**config.mk**
```make
export PLATFORM = sky130hd
export DESIGN_NAME = store_align_unit_flat
export DESIGN_NICKNAME = d
export VERILOG_FILES = /design/src/rtl/store_align_unit_pkg.sv /design/src/rtl/store_align_unit_if.sv /design/src/rtl/store_align_unit_lane_gen.sv /design/src/rtl/store_align_unit.sv /design/src/flat_wrapper.sv
export SDC_FILE = /design/constraint.sdc
export NUM_CORES = 1
export LEC_CHECK = 0
export CORE_ASPECT_RATIO = 0.7
export CORE_MARGIN = 10
export CORE_UTILIZATION = 51
export CTS_BUF_LIST = sky130_fd_sc_hd__clkbuf_4
export DETAILED_ROUTE_END_ITERATION = 16
export GPL_ROUTABILITY_DRIVEN = 0
export PLACE_DENSITY = 0.95
export SLEW_MARGIN = 5
export SYNTH_ARGS = -nofsm -noshare
export SYNTH_HDL_FRONTEND = slang
export SYNTH_HIERARCHICAL = 1
export SYNTH_SLANG_ARGS = --single-unit
```
**constraint.sdc**
```tcl
create_clock -name clk -period 3.8 [get_ports clk]
set_input_delay 0.95 -clock clk [delete_from_list [all_inputs] [get_ports clk]]
set_output_delay 0.95 -clock clk [all_outputs]
set_load 0.005 [all_outputs]
```
**src/rtl/store_align_unit_pkg.sv**
```systemverilog
// Shared store/load definitions: op one-hot bit indices, bus FSM states, size codes.
// Also provides the alignment predicate used by the optional address-error check.
package store_align_unit_pkg;

  localparam int OP_W   = 5;
  localparam int OP_SB  = 0;
  localparam int OP_SH  = 1;
  localparam int OP_SW  = 2;
  localparam int OP_SWL = 3;
  localparam int OP_SWR = 4;

  typedef enum logic [1:0] {
    ST_IDLE  = 2'd0,
    ST_REQ   = 2'd1,
    ST_WAIT  = 2'd2,
    ST_DRAIN = 2'd3
  } state_e;

  localparam logic [1:0] SIZE_BYTE = 2'd0;
  localparam logic [1:0] SIZE_HALF = 2'd1;
  localparam logic [1:0] SIZE_WORD = 2'd2;

  // SWL/SWR are unaligned by definition; only SH and SW can fault.
  function automatic logic is_misaligned(input logic [OP_W-1:0] op, input logic [1:0] a);
    return (op[OP_SH] & a[0]) | (op[OP_SW] & (a != 2'b00));
  endfunction

endpackage

```
**src/rtl/store_align_unit_if.sv**
```systemverilog
// Pipeline-side store request and SRAM-like data-bus write signals for store_align_unit.
// slave: the store unit; master: the pipeline/bus environment around it.
interface store_align_unit_if import store_align_unit_pkg::*; #(
  parameter int ADDR_W = 32
) ();

  logic              in_valid;
  logic              in_ready;
  logic [OP_W-1:0]   in_op;
  logic [ADDR_W-1:0] in_addr;
  logic [31:0]       in_rt;
  logic              flush;

  logic              data_req;
  logic              data_wr;
  logic [1:0]        data_size;
  logic [ADDR_W-1:0] data_addr;
  logic [3:0]        data_wstrb;
  logic [31:0]       data_wdata;
  logic              data_addr_ok;
  logic              data_data_ok;

  logic              done;
  logic              ades;

  modport slave (
    input  in_valid, in_op, in_addr, in_rt, flush, data_addr_ok, data_data_ok,
    output in_ready, data_req, data_wr, data_size, data_addr, data_wstrb, data_wdata,
           done, ades
  );

  modport master (
    output in_valid, in_op, in_addr, in_rt, flush, data_addr_ok, data_data_ok,
    input  in_ready, data_req, data_wr, data_size, data_addr, data_wstrb, data_wdata,
           done, ades
  );

endinterface

```
**src/rtl/store_align_unit_lane_gen.sv**
```systemverilog
// store_lane_gen: combinational byte strobe, lane-shifted write data and bus size
// for SB/SH/SW/SWL/SWR on a little-endian 32-bit bus.
module store_lane_gen import store_align_unit_pkg::*; (
  input  logic [OP_W-1:0] op,
  input  logic [1:0]      a,
  input  logic [31:0]     rt,
  output logic [3:0]      wstrb,
  output logic [31:0]     wdata,
  output logic [1:0]      size
);

  // Lane selection per store flavour; an empty op produces an all-zero strobe.
  always_comb begin
    wstrb = 4'b0000;
    wdata = 32'h0000_0000;
    size  = SIZE_WORD;
    if (op[OP_SB]) begin
      wstrb = 4'b0001 << a;
      wdata = {4{rt[7:0]}};
      size  = SIZE_BYTE;
    end else if (op[OP_SH]) begin
      wstrb = a[1] ? 4'b1100 : 4'b0011;
      wdata = {2{rt[15:0]}};
      size  = SIZE_HALF;
    end else if (op[OP_SW]) begin
      wstrb = 4'b1111;
      wdata = rt;
    end else if (op[OP_SWL]) begin
      case (a)
        2'b00:   begin wstrb = 4'b0001; wdata = {24'h00_0000, rt[31:24]}; end
        2'b01:   begin wstrb = 4'b0011; wdata = {16'h0000, rt[31:16]}; end
        2'b10:   begin wstrb = 4'b0111; wdata = {8'h00, rt[31:8]}; end
        2'b11:   begin wstrb = 4'b1111; wdata = rt; end
        default: begin wstrb = 4'b0000; wdata = 32'h0000_0000; end
      endcase
    end else if (op[OP_SWR]) begin
      case (a)
        2'b00:   begin wstrb = 4'b1111; wdata = rt; end
        2'b01:   begin wstrb = 4'b1110; wdata = {rt[23:0], 8'h00}; end
        2'b10:   begin wstrb = 4'b1100; wdata = {rt[15:0], 16'h0000}; end
        2'b11:   begin wstrb = 4'b1000; wdata = {rt[7:0], 24'h00_0000}; end
        default: begin wstrb = 4'b0000; wdata = 32'h0000_0000; end
      endcase
    end else begin
      wstrb = 4'b0000;
      wdata = 32'h0000_0000;
      size  = SIZE_WORD;
    end
  end

endmodule

```
**src/rtl/store_align_unit.sv**
```systemverilog
// MEM-stage store request generator: captures one store, issues a single-outstanding
// bus write and pulses done on retirement. Optional STORE_ALIGN_CHECK_EN raises ades.
module store_align_unit import store_align_unit_pkg::*; #(
  parameter int ADDR_W = 32,
  parameter int DATA_W = 32
) (
  input  logic             clk,
  input  logic             reset,
  store_align_unit_if.slave bus
);

  logic [3:0]        lane_wstrb_s;
  logic [31:0]       lane_wdata_s;
  logic [1:0]        lane_size_s;
  logic [ADDR_W-1:0] req_addr_s;
  logic              accept_s;
  logic              misalign_s;

  state_e            state_r;
  logic              in_ready_r;
  logic              data_req_r;
  logic [1:0]        data_size_r;
  logic [ADDR_W-1:0] data_addr_r;
  logic [3:0]        data_wstrb_r;
  logic [DATA_W-1:0] data_wdata_r;
  logic              done_r;
  logic              ades_r;

  store_lane_gen u_lane_gen (
    .op    (bus.in_op),
    .a     (bus.in_addr[1:0]),
    .rt    (bus.in_rt),
    .wstrb (lane_wstrb_s),
    .wdata (lane_wdata_s),
    .size  (lane_size_s)
  );

  assign accept_s   = bus.in_valid & in_ready_r & (|bus.in_op);
  // Byte/half keep the exact address; word-sized accesses go out word-aligned.
  assign req_addr_s = (bus.in_op[OP_SB] | bus.in_op[OP_SH]) ? bus.in_addr
                                                             : {bus.in_addr[ADDR_W-1:2], 2'b00};

`ifdef STORE_ALIGN_CHECK_EN
  assign misalign_s = is_misaligned(bus.in_op, bus.in_addr[1:0]);
`else
  assign misalign_s = 1'b0;
`endif

  // Bus FSM with registered request, capture and completion outputs.
  always_ff @(posedge clk or posedge reset) begin
    if (reset) begin
      state_r      <= ST_IDLE;
      in_ready_r   <= 1'b1;
      data_req_r   <= 1'b0;
      data_size_r  <= 2'd0;
      data_addr_r  <= '0;
      data_wstrb_r <= 4'b0000;
      data_wdata_r <= '0;
      done_r       <= 1'b0;
      ades_r       <= 1'b0;
    end else begin
      done_r <= 1'b0;
      ades_r <= 1'b0;
      case (state_r)
        ST_IDLE: begin
          if (accept_s && misalign_s) begin
            // Faulting store never reaches the bus; a concurrent flush kills the report.
            done_r <= ~bus.flush;
            ades_r <= ~bus.flush;
          end else if (accept_s) begin
            state_r      <= ST_REQ;
            in_ready_r   <= 1'b0;
            data_req_r   <= 1'b1;
            data_size_r  <= lane_size_s;
            data_addr_r  <= req_addr_s;
            data_wstrb_r <= lane_wstrb_s;
            data_wdata_r <= lane_wdata_s;
          end
        end
        ST_REQ: begin
          if (bus.data_addr_ok) begin
            data_req_r <= 1'b0;
            state_r    <= bus.flush ? ST_DRAIN : ST_WAIT;
          end else if (bus.flush) begin
            data_req_r <= 1'b0;
            in_ready_r <= 1'b1;
            state_r    <= ST_IDLE;
          end
        end
        ST_WAIT: begin
          if (bus.data_data_ok) begin
            done_r     <= ~bus.flush;
            in_ready_r <= 1'b1;
            state_r    <= ST_IDLE;
          end else if (bus.flush) begin
            state_r <= ST_DRAIN;
          end
        end
        ST_DRAIN: begin
          if (bus.data_data_ok) begin
            in_ready_r <= 1'b1;
            state_r    <= ST_IDLE;
          end
        end
        default: begin
          state_r    <= ST_IDLE;
          in_ready_r <= 1'b1;
          data_req_r <= 1'b0;
        end
      endcase
    end
  end

  assign bus.in_ready   = in_ready_r;
  assign bus.data_req   = data_req_r;
  assign bus.data_wr    = data_req_r;
  assign bus.data_size  = data_size_r;
  assign bus.data_addr  = data_addr_r;
  assign bus.data_wstrb = data_wstrb_r;
  assign bus.data_wdata = data_wdata_r;
  assign bus.done       = done_r;
  assign bus.ades       = ades_r;

endmodule

```
**src/flat_wrapper.sv**
```systemverilog
// flat-port wrapper written by rule: the top's interface ports become plain ports
module store_align_unit_flat import store_align_unit_pkg::*;
#(
  parameter int ADDR_W = 32,
  parameter int DATA_W = 32
)
  (clk, reset, bus_in_valid, bus_in_op, bus_in_addr, bus_in_rt, bus_flush, bus_data_addr_ok, bus_data_data_ok, bus_in_ready, bus_data_req, bus_data_wr, bus_data_size, bus_data_addr, bus_data_wstrb, bus_data_wdata, bus_done, bus_ades);
  store_align_unit_if #(.ADDR_W(ADDR_W)) bus_i ();
  input  logic clk;
  input  logic reset;
  input wire logic [$bits(bus_i.in_valid)-1:0] bus_in_valid;
  input wire logic [$bits(bus_i.in_op)-1:0] bus_in_op;
  input wire logic [$bits(bus_i.in_addr)-1:0] bus_in_addr;
  input wire logic [$bits(bus_i.in_rt)-1:0] bus_in_rt;
  input wire logic [$bits(bus_i.flush)-1:0] bus_flush;
  input wire logic [$bits(bus_i.data_addr_ok)-1:0] bus_data_addr_ok;
  input wire logic [$bits(bus_i.data_data_ok)-1:0] bus_data_data_ok;
  output wire logic [$bits(bus_i.in_ready)-1:0] bus_in_ready;
  output wire logic [$bits(bus_i.data_req)-1:0] bus_data_req;
  output wire logic [$bits(bus_i.data_wr)-1:0] bus_data_wr;
  output wire logic [$bits(bus_i.data_size)-1:0] bus_data_size;
  output wire logic [$bits(bus_i.data_addr)-1:0] bus_data_addr;
  output wire logic [$bits(bus_i.data_wstrb)-1:0] bus_data_wstrb;
  output wire logic [$bits(bus_i.data_wdata)-1:0] bus_data_wdata;
  output wire logic [$bits(bus_i.done)-1:0] bus_done;
  output wire logic [$bits(bus_i.ades)-1:0] bus_ades;
  assign bus_i.in_valid = bus_in_valid;
  assign bus_i.in_op = bus_in_op;
  assign bus_i.in_addr = bus_in_addr;
  assign bus_i.in_rt = bus_in_rt;
  assign bus_i.flush = bus_flush;
  assign bus_i.data_addr_ok = bus_data_addr_ok;
  assign bus_i.data_data_ok = bus_data_data_ok;
  assign bus_in_ready = bus_i.in_ready;
  assign bus_data_req = bus_i.data_req;
  assign bus_data_wr = bus_i.data_wr;
  assign bus_data_size = bus_i.data_size;
  assign bus_data_addr = bus_i.data_addr;
  assign bus_data_wstrb = bus_i.data_wstrb;
  assign bus_data_wdata = bus_i.data_wdata;
  assign bus_done = bus_i.done;
  assign bus_ades = bus_i.ades;
  store_align_unit #(.ADDR_W(ADDR_W), .DATA_W(DATA_W)) u_core (.clk(clk), .reset(reset), .bus(bus_i));
endmodule
```
==> flow_summary_export.csv, run 1 <==
group,metric,value,unit
outcome,outcome,"finished, final reports clean",
worst_setup_path,cp_max_fo,12,
final_layout,syn2layout_area_growth,38.6,%
worst_setup_path,path_buf_inv,2,
clock_network,cts_sinks,75,
clock_network,cts_tree,"done",
global_route,grt_pass1_wl,21700,um
global_route,grt_max_degree,76,
floorplan,rows,27,
global_route,grt.total_usage,21.6,%
worst_setup_path,crit_slowest_cell,"clkdlybuf4s50_1",
placement,dp.cells,594,
drt,ant_nets,0,
sta,final.setup.tns,0,ns
pwr,powerDensity,634,mW/mm^2
final_layout,final_cells,610,
sta,hold_viol,0,
clock_network,cts_buffers,9,
min_path,holdCritStartpoint,"u_core/bus.data_addr[20]",
pwr,p_sw,1.12,mW
clock_network,cts_htree_levels,3,
synthesis,synth_top_area_cell,"dfrtp_1",
pwr,switching_share,29.7,%
clock_network,clk_pin_slew,0.11,ns
synthesis,syn_area_per_cell,11.7,sq um
synthesis,synth_area_leaders,"dfrtp_1 (43%), mux2_2 (17%), mux4_2 (4.2%), nand3b_1 (3.0%), a21oi_1 (2.3%)",
global_route,grt_pass1_vias,3945,
placement,portBuffers,148,
floorplan,chipWidth,129,um
drt,wl_per_cell,22.5,um
clock_network,cts.path.max_buffers,2,
job,drv_cap,0,
clock_network,clk_latency,0.43,ns
worst_setup_path,crit_path_start,"bus_in_op[1]",
sta,worst_pin_slew,0.924,ns
sta,maxSlewHeadroom,38.4,%
synthesis,synth_seq_cells,75,
placement,dpl-instance-area,0.00577,sq mm
final_layout,design_area,0.00593,sq mm
placement,place_ws,0.459,ns
clock_network,ctsHoldBuffers,0,
pwr,p_leak,2.36,nW
clock_network,cts_resized,0,
worst_setup_path,arrival,3.36,ns
worst_setup_path,crit_family,"buffers and inverters",
global_route,antenna_found_initial,2,
worst_setup_path,critPathKind,"in -> reg",
synthesis,syn_inst,366,
pwr,p_int,2.64,mW
placement,hpwl,10400,um
final_layout,fillCellCount,580,
sta,postLayoutSetupSlackWorst,0.805,ns
global_route,grt_overflow,0,
synthesis,syn_area,0.00428,sq mm
min_path,hp-class,"reg -> reg",
sta,setup_viol,0,
pwr,seq_power_share,38.2,%
drt,dr.pass1.iters,6,
clock_network,cts_root_buf,"clkbuf_4",
worst_setup_path,worst_setup_path_start_kind,"input port",
sta,fin_worst_skew,0.00590,ns
sta,fmax,334,MHz
final_layout,nets,579,
synthesis,ys_types,52,
floorplan,initial_core_util,53.4,%
drt,drt_iter0_markers,404,
worst_setup_path,critPathRequiredTime,4.17,ns
synthesis,syn_nets,441,
worst_setup_path,end_kind,"register",
floorplan,core,0.00801,sq mm
floorplan,dieArea,0.0125,sq mm
drt,drc,0,
pwr,pwr-share-comb,47.4,%
clock_network,postCtsSetupBuffers,0,
synthesis,synth-edff-count,0,
sta,slew_viol_final,0,
worst_setup_path,worstPathCellList,"clkdlybuf4s50_1 -> or2_2 -> inv_1 -> nand2_1 -> o221ai_1 -> mux2_2",
synthesis,synth_top_area_share,43.3,%
floorplan,die_y,96.6,um
final_layout,fin_util,74.1,%
floorplan,ios,150,
worst_setup_path,cp_slowest_stage_delay,0.62,ns
sta,timing.hold.ws,0.499,ns
synthesis,yosys_warnings,6,
pwr,peakVddDrop,0.000391,V
sta,min_period,2.99,ns
drt,wl,13700,um
pwr,p_total,3.76,mW
final_layout,drive_gt1_share,20.8,%
pwr,clkPwrFrac,14.4,%
sta,layout_worst_path_cycle_share,78.8,%
worst_setup_path,r2r-start,"u_core/state_r[1]",
synthesis,synthArstFlopShare,100,%
sta,rsz0062_at_grt,"false",
drt,vias,3814,
drt,vias_per_cell,6.25,
synthesis,ys.flop_type,"dfrtp_1",
final_layout,insertedDiodeCount,0,
synthesis,yosysSeqAreaShare,43.9,%
==> logic make-up (layout without fill, tap and decap cells) <==
kind of cell              after synthesis  count (layout)  share of synthesized area, %
AOI/OAI and AO/OA                      86              86                          15.2
xor gates and xnor gates                1               1                         0.205
buffers and inverters                  39             182                          5.32
DFF                                    75              75                          43.9
muxes                                  86              86                          24.5
other                                   1               1                        0.0877
and+or+nand+nor                        78              78                          10.8
==> flip-flops by register name, indices dropped and copies added (netlist names) <==
register	cells
u_core/bus.data_addr	32
u_core/bus.data_req	1
u_core/bus.data_size	2
u_core/bus.data_wdata	32
u_core/bus.data_wstrb	4
u_core/bus.done	1
u_core/bus.in_ready	1
u_core/state_r	2
==> final timing paths <==
check	end	slack (ns)	depth (start not counted)
worst max-delay path	u_core/bus.data_wdata[20]	0.81	6
worst min-delay path	u_core/bus.data_addr[20]	0.50	1
worst max register to register	u_core/bus.data_wdata[6]	1.96	4
worst min register to register	u_core/bus.data_addr[20]	0.50	1
max in group asynchronous	u_core/bus.data_wdata[14]	2.09	3
min in group asynchronous	u_core/bus.data_addr[17]	1.12	3
==> layout make-up <==
class                      count  area [sq um]  area share [%]
inverter                       8          30.0           0.506
tap                          101           126            2.13
timing repair buffer         158          1570            26.5
multi-input combinational    252          2170            36.6
clock buffer                  10          75.1            1.27
clock inverter                 6          80.1            1.35
sequential                    75          1880            31.7
==> power by group through the flow <==
stage	sequential [mW]	combinational, mW	clock [mW]
after global routing	1.48	1.92	0.596
after detailed placement	1.45	1.80	0
after CTS	1.44	1.81	0.560
after floorplan	1.44	0.713	0
final	1.44	1.78	0.540
after global placement	1.42	1.74	0
==> cells in the mapped netlist (5+ instances only) <==
master      n
a21oi_1    20
a221o_1     8
a22o_1      8
a2bb2oi_1   7
buf_2       8
buf_6       8
clkbuf_1    8
dfrtp_1    74
inv_1       8
mux2_1      6
mux2_2     64
mux2i_1     8
mux4_2      8
nand2_1    19
nand2b_1    5
nand3_1    11
nand3b_1   17
nor2_1      6
o221ai_1    9
o22ai_1    16
==> cells in the final DEF, fill, tap and decap left out, types with 2 or more instances in the layout <==
| cell type | Yosys | routed |
|---|---|---|
| nand2b_1 | 5 | 5 |
| clkbuf_4 | 0 | 10 |
| bufinv_16 | 0 | 2 |
| a21o_1 | 2 | 2 |
| nor2b_1 | 4 | 4 |
| nor3_1 | 4 | 4 |
| mux4_2 | 8 | 8 |
| buf_4 | 3 | 9 |
| mux2_2 | 64 | 64 |
| nand2_1 | 19 | 19 |
| clkinv_1 | 0 | 2 |
| nand3_1 | 11 | 11 |
| inv_1 | 8 | 7 |
| clkdlybuf4s50_1 | 0 | 148 |
| and3_1 | 2 | 2 |
| mux2i_1 | 8 | 8 |
| mux2_1 | 6 | 6 |
| a221o_1 | 8 | 8 |
| o22ai_1 | 16 | 16 |
| a2bb2oi_1 | 7 | 7 |
| dfrtp_1 | 74 | 74 |
| a22o_1 | 8 | 8 |
| a21oi_1 | 20 | 20 |
| o21ai_0 | 4 | 4 |
| nand3b_1 | 17 | 17 |
| o221ai_1 | 9 | 9 |
| nor2_1 | 6 | 6 |
==> routing by layer <==
layer,GRT usage [%],share of wire [%],up-vias
met4,5.91,1.8,4
met1,25.8,38,1824
met3,10.9,15,42
met5,0,0.23,-
met2,33.5,46,278
li1,-,-,1666
Power figures use the tool's default switching activity.
==> run 2: changes to the inputs <==
CORE_UTILIZATION = 42   (was 51)
PLACE_DENSITY = 0.85   (was 0.95)
clock period = 2.55 ns   (was 3.8 ns; I/O delays follow)
==> flow_summary_export.csv, run 2 (same netlist as run 1, synthesis figures left out) <==
group,metric,value,unit
floorplan,die_y,104,um
sta,hold_viol,0,
clock_network,cts_htree_levels,3,
floorplan,chipWidth,141,um
worst_setup_path,arrival,2.86,ns
drt,wl_per_cell,21.8,um
placement,dp.cells,647,
drt,vias,3866,
final_layout,design_area,0.00620,sq mm
global_route,antenna_found_initial,1,
final_layout,nets,605,
job,drv_cap,0,
pwr,powerDensity,900,mW/mm^2
clock_network,cts_tree,"done",
sta,layout_worst_path_cycle_share,97.1,%
placement,portBuffers,148,
sta,worst_pin_slew,1.30,ns
final_layout,fillCellCount,760,
worst_setup_path,crit_slowest_cell,"nor4b_2",
clock_network,clk_latency,0.44,ns
global_route,grt_overflow,0,
min_path,hp-class,"reg -> reg",
sta,slew_viol_final,0,
worst_setup_path,worst_setup_path_start_kind,"input port",
drt,drt_iter0_markers,452,
sta,rsz0062_at_grt,"false",
clock_network,cts_buffers,9,
placement,dpl-instance-area,0.00607,sq mm
outcome,outcome,"finished, final reports clean",
worst_setup_path,critPathRequiredTime,2.94,ns
pwr,p_leak,2.50,nW
sta,setup_viol,0,
placement,hpwl,11200,um
clock_network,cts_root_buf,"clkbuf_4",
floorplan,ios,150,
drt,wl,14400,um
floorplan,initial_core_util,43.7,%
worst_setup_path,worstPathCellList,"clkdlybuf4s50_1 -> nor4b_2 -> buf_4 -> nand3_1 -> o221ai_1 -> mux2_2",
clock_network,cts_resized,0,
clock_network,clk_pin_slew,0.13,ns
global_route,grt_pass1_wl,22600,um
global_route,grt_pass1_vias,4066,
drt,vias_per_cell,5.82,
worst_setup_path,cp_max_fo,12,
floorplan,core,0.00980,sq mm
worst_setup_path,cp_slowest_stage_delay,1.11,ns
worst_setup_path,critPathKind,"in -> reg",
final_layout,multi_input_area,0.00217,sq mm
final_layout,final_cells,664,
clock_network,ctsHoldBuffers,0,
drt,drc,0,
final_layout,most-common-layout-cells,"clkdlybuf4s50_1 (148), dfrtp_1 (74), mux2_2 (64), buf_4 (30), a21oi_1 (20)",
sta,maxSlewHeadroom,13.2,%
final_layout,syn2layout_area_growth,45.1,%
global_route,grt_max_degree,31,
worst_setup_path,end_kind,"register",
floorplan,rows,30,
sta,fmax,404,MHz
clock_network,cts.path.max_buffers,2,
sta,min_period,2.48,ns
drt,dr.pass1.iters,5,
final_layout,layout.area.seq,0.00188,sq mm
pwr,peakVddDrop,0.000667,V
clock_network,cts_sinks,75,
drt,ant_nets,0,
global_route,grt.total_usage,19.0,%
final_layout,layout.cells.most_common,"clkdlybuf4s50_1",
final_layout,drive_gt1_share,24.9,%
sta,fin_worst_skew,0.0107,ns
floorplan,dieArea,0.0147,sq mm
pwr,p_total,5.59,mW
clock_network,postCtsSetupBuffers,0,
[run 2: cell types whose count changed in the layout (fill, tap and decap cells not counted), sizes merged]
cell    change
diode       +1
bufinv      -1
clkinv      +2
buf        +26
clkbuf      -1
[run 2: per-stage QoR]
step / setup TNS, ns / setup slack (ns) / utilization (%) / hold slack [ns]
final: 0 / 0.0742 / 63.3 / 0.503
after global routing: 0 / 0.0298 / 63.3 / 0.530
after CTS: 0 / 0.120 / 63.3 / 0.511
after detailed placement: -4.43 / -0.341 / 61.9 / 0.475
after global placement: -2.93 / -0.246 / 61.9 / 0.470
after floorplan: 0 / 0.00418 / - / 0.483
[run 2: worst paths after layout]
| path | startpoint | endpoint | slack (ns) | cells past startpoint |
|---|---|---|---|---|
| max in group asynchronous | reset | u_core/bus.in_ready | 1.39 | 3 |
| worst max-delay path | bus_in_op[2] | u_core/bus.data_wdata[17] | 0.07 | 6 |
| worst min-delay path | u_core/bus.data_addr[20] | u_core/bus.data_addr[20] | 0.50 | 1 |
| worst min register to register | u_core/bus.data_addr[20] | u_core/bus.data_addr[20] | 0.50 | 1 |
| min in group asynchronous | reset | u_core/bus.data_addr[31] | 0.56 | 2 |
| worst max register to register | u_core/state_r[1] | u_core/bus.data_addr[4] | 0.69 | 4 |
[run 2: layout make-up]
class | instances | share of cell area, %
antenna | 1 | 0.0403
timing repair buffer | 184 | 29.4
clock buffer | 9 | 1.09
multi-input combinational | 252 | 35.0
sequential | 75 | 30.3
tap | 128 | 2.58
inverter | 8 | 0.484
clock inverter | 7 | 1.11
[run 2: power breakdown]
group          internal, mW  switching (mW)  leakage [nW]  total (mW)
logic                  1.80           0.908          1.52        2.71
clock network         0.295           0.442        0.0733       0.737
registers              1.79           0.356         0.902        2.14
total                  3.88            1.71          2.50        5.59
[run 2: layer usage]
metal	global-route usage [%]	wire length (um)	up-vias
met5	0	0	-
met1	22.8	5620	1849
li1	-	-	1724
met2	29.0	6450	255
met4	5.29	244	0
met3	9.85	2130	38
[run 2: critical path, delay by kind of cell]
kind	cells	cell delay, ns
compound gates	1	0.11
buf+inv	2	0.74
simple gates	2	1.19
mux	1	0.18
==> RTL change: new RTL, flow settings as in run 1 <==
Set the package constant `OP_W` to 10 (it was 5).
--- a/src/rtl/store_align_unit_pkg.sv
+++ b/src/rtl/store_align_unit_pkg.sv
@@ -2,7 +2,7 @@
 // Also provides the alignment predicate used by the optional address-error check.
 package store_align_unit_pkg;
 
-  localparam int OP_W   = 5;
+  localparam int OP_W   = 10;
   localparam int OP_SB  = 0;
   localparam int OP_SH  = 1;
   localparam int OP_SW  = 2;
Ports: changed (resized bus_in_op); port bits go from 150 to 155. The function was not compared with the original's and may differ.
==> RTL change against run 1 <==
Hold slack improved by 0.019 ns; total power increased by 8.6%; sequential cell count unchanged; die area increased by 5.0%; area after synthesis increased by 6.1%; non-clock buffer count increased by 5; wire length increased by 2.2%; critical path depth increased by 1; register-to-register slack got worse by 0.05 ns; cell area increased by 5.8%; worst setup slack improved by 0.20 ns; synthesized cell count increased by 1.1%; fmax increased by 7.1%; largest cell class unchanged; largest power group unchanged; highest routed layer is now met4.
==> RTL change: results (changes against run 1) <==
[detailed_routing]
first_pass_iters=5  ; -1
wl_mm=14.03  ; +2.2%
vias=3877  ; +1.7%
drtIter0Drc=579  ; +43%
wire_per_inst_um=21.98  ; -2.2%

[worst_hold_path]
hp-start=u_core/bus.data_wstrb[0]
hold_end=u_core/bus.data_wstrb[0]

[timing]
skew_ns=0.008910  ; +0.003009 ns
whs_ns=0.5179  ; +0.01861 ns
worst_slew_pin_slew_ns=0.6984  ; -0.2261 ns

[placement]
dp_cells=622  ; +4.7%
post-place-ws_ns=0.5875  ; +0.1283 ns
dp_hpwl_mm=10.46  ; +0.63%
io_buffers=153  ; +3.4%
dpl_cell_area_mm2=0.006118  ; +6.0%

[run_status]
run_status=finished, final reports clean

[cells_and_area]
fill_cells=606  ; +4.5%
drive_above_1_share_pct=21.81  ; +0.99 points
stdcell_area_mm2=0.006274  ; +5.8%
fin_nets=593  ; +2.4%

[power_and_ir_drop]
power_switching_mw=1.179  ; +5.5%
peakVddDrop_mv=0.4668  ; +19%
leakagePower_nw=2.597  ; +9.9%

[critical_path]
reg2reg_to=u_core/bus.data_size[0]
cp_slowest_cell=or4_4
crit_fanout=72  ; +60
critPathMaxStageDelay_ns=0.56  ; -0.06 ns
reg2reg_setup_slack_ns=1.91  ; -0.05 ns
r2r_cells=5  ; +1
cp.arrival_ns=3.12  ; -0.24 ns

[synth]
synth_cell_types=56  ; +7.7%
synth.avg_cell_area_um2=12.27  ; +5.0%
syn-num-nets=450  ; +2.0%
ys_seq_area_share_pct=41.38  ; -2.5 points
synth_common_cells=74 x dfrtp_1, 66 x mux2_4, 21 x nand2_1
synth_area_leaders=dfrtp_1 41%, mux2_4 22%, mux4_2 4.0%

[grt]
antenna_found_initial=0  ; -2
grt_usage_pct=20.66  ; -0.95 points
grt_pass1_vias=3788  ; -4.0%
grt_first_pass_wirelength_mm=21.66  ; about the same
grt_max_degree=73  ; -3.9%

[clock_network]
cts_max_level=3  ; unchanged
cts-resized-gates=0  ; unchanged

[RTL change: changes by cell type in the layout (fill, tap and decap cells not counted), sizes merged, moves of 2 or more]
cell,before,now
o2bb2ai,0,2
mux2,70,68
nor2,6,8
clkdlybuf4s50,148,153
nor2b,4,2
nand2,19,21
[RTL change: power groups by stage]
stage | Clock, mW | Sequential, mW | Combinational, mW
detailed placement | 0 | 1.47 | 2.10
floorplan | 0 | 1.46 | 1.01
finish | 0.542 | 1.46 | 2.08
global placement | 0 | 1.45 | 2.05
CTS | 0.559 | 1.46 | 2.11
global route | 0.587 | 1.51 | 2.21
[RTL change: final cells by class]
| class | instances | share of cell area [%] |
|---|---|---|
| Clock buffer | 10 | 1.197 |
| Clock inverter | 6 | 1.276 |
| Inverter | 9 | 0.5584 |
| Multi-Input combinational cell | 255 | 38.83 |
| Sequential cell | 75 | 29.94 |
| Tap cell | 120 | 2.393 |
| Timing Repair Buffer | 163 | 25.81 |
[RTL change: metal layers]
metal	up-vias	part of all wire [%]	track usage, %
li1	1691	-	-
met1	1874	41	26.61
met2	273	45	31.31
met3	39	12	9.178
met4	0	1.8	4.637
met5	-	0	0
[RTL change: kinds of logic after synthesis]
| kind of cell | share of synthesized area (%) |
|---|---|
| AO/OA/AOI/OAI | 14.28 |
| multiplexers | 28.07 |
| AND/OR/NAND/NOR | 10.89 |
| flip-flops | 41.38 |
| buffers and inverters | 5.101 |
| XOR/XNOR | 0.1930 |
| other | 0.08263 |
[RTL change: how the worst max path moves through the flow]
stage	start	cells after the start	endpoint	slack [ns]
global route	bus_in_addr[0]	6	u_core/bus.data_wdata[21]	1.01
detailed placement	bus_in_op[1]	7	u_core/bus.data_addr[14]	0.59
finish	bus_in_op[1]	7	u_core/bus.data_addr[14]	1.00
CTS	bus_in_op[1]	7	u_core/bus.data_addr[6]	1.06
global placement	bus_in_op[2]	5	u_core/bus.data_addr[30]	0.66
floorplan	reset	1	u_core/bus.data_addr[0]	0.94
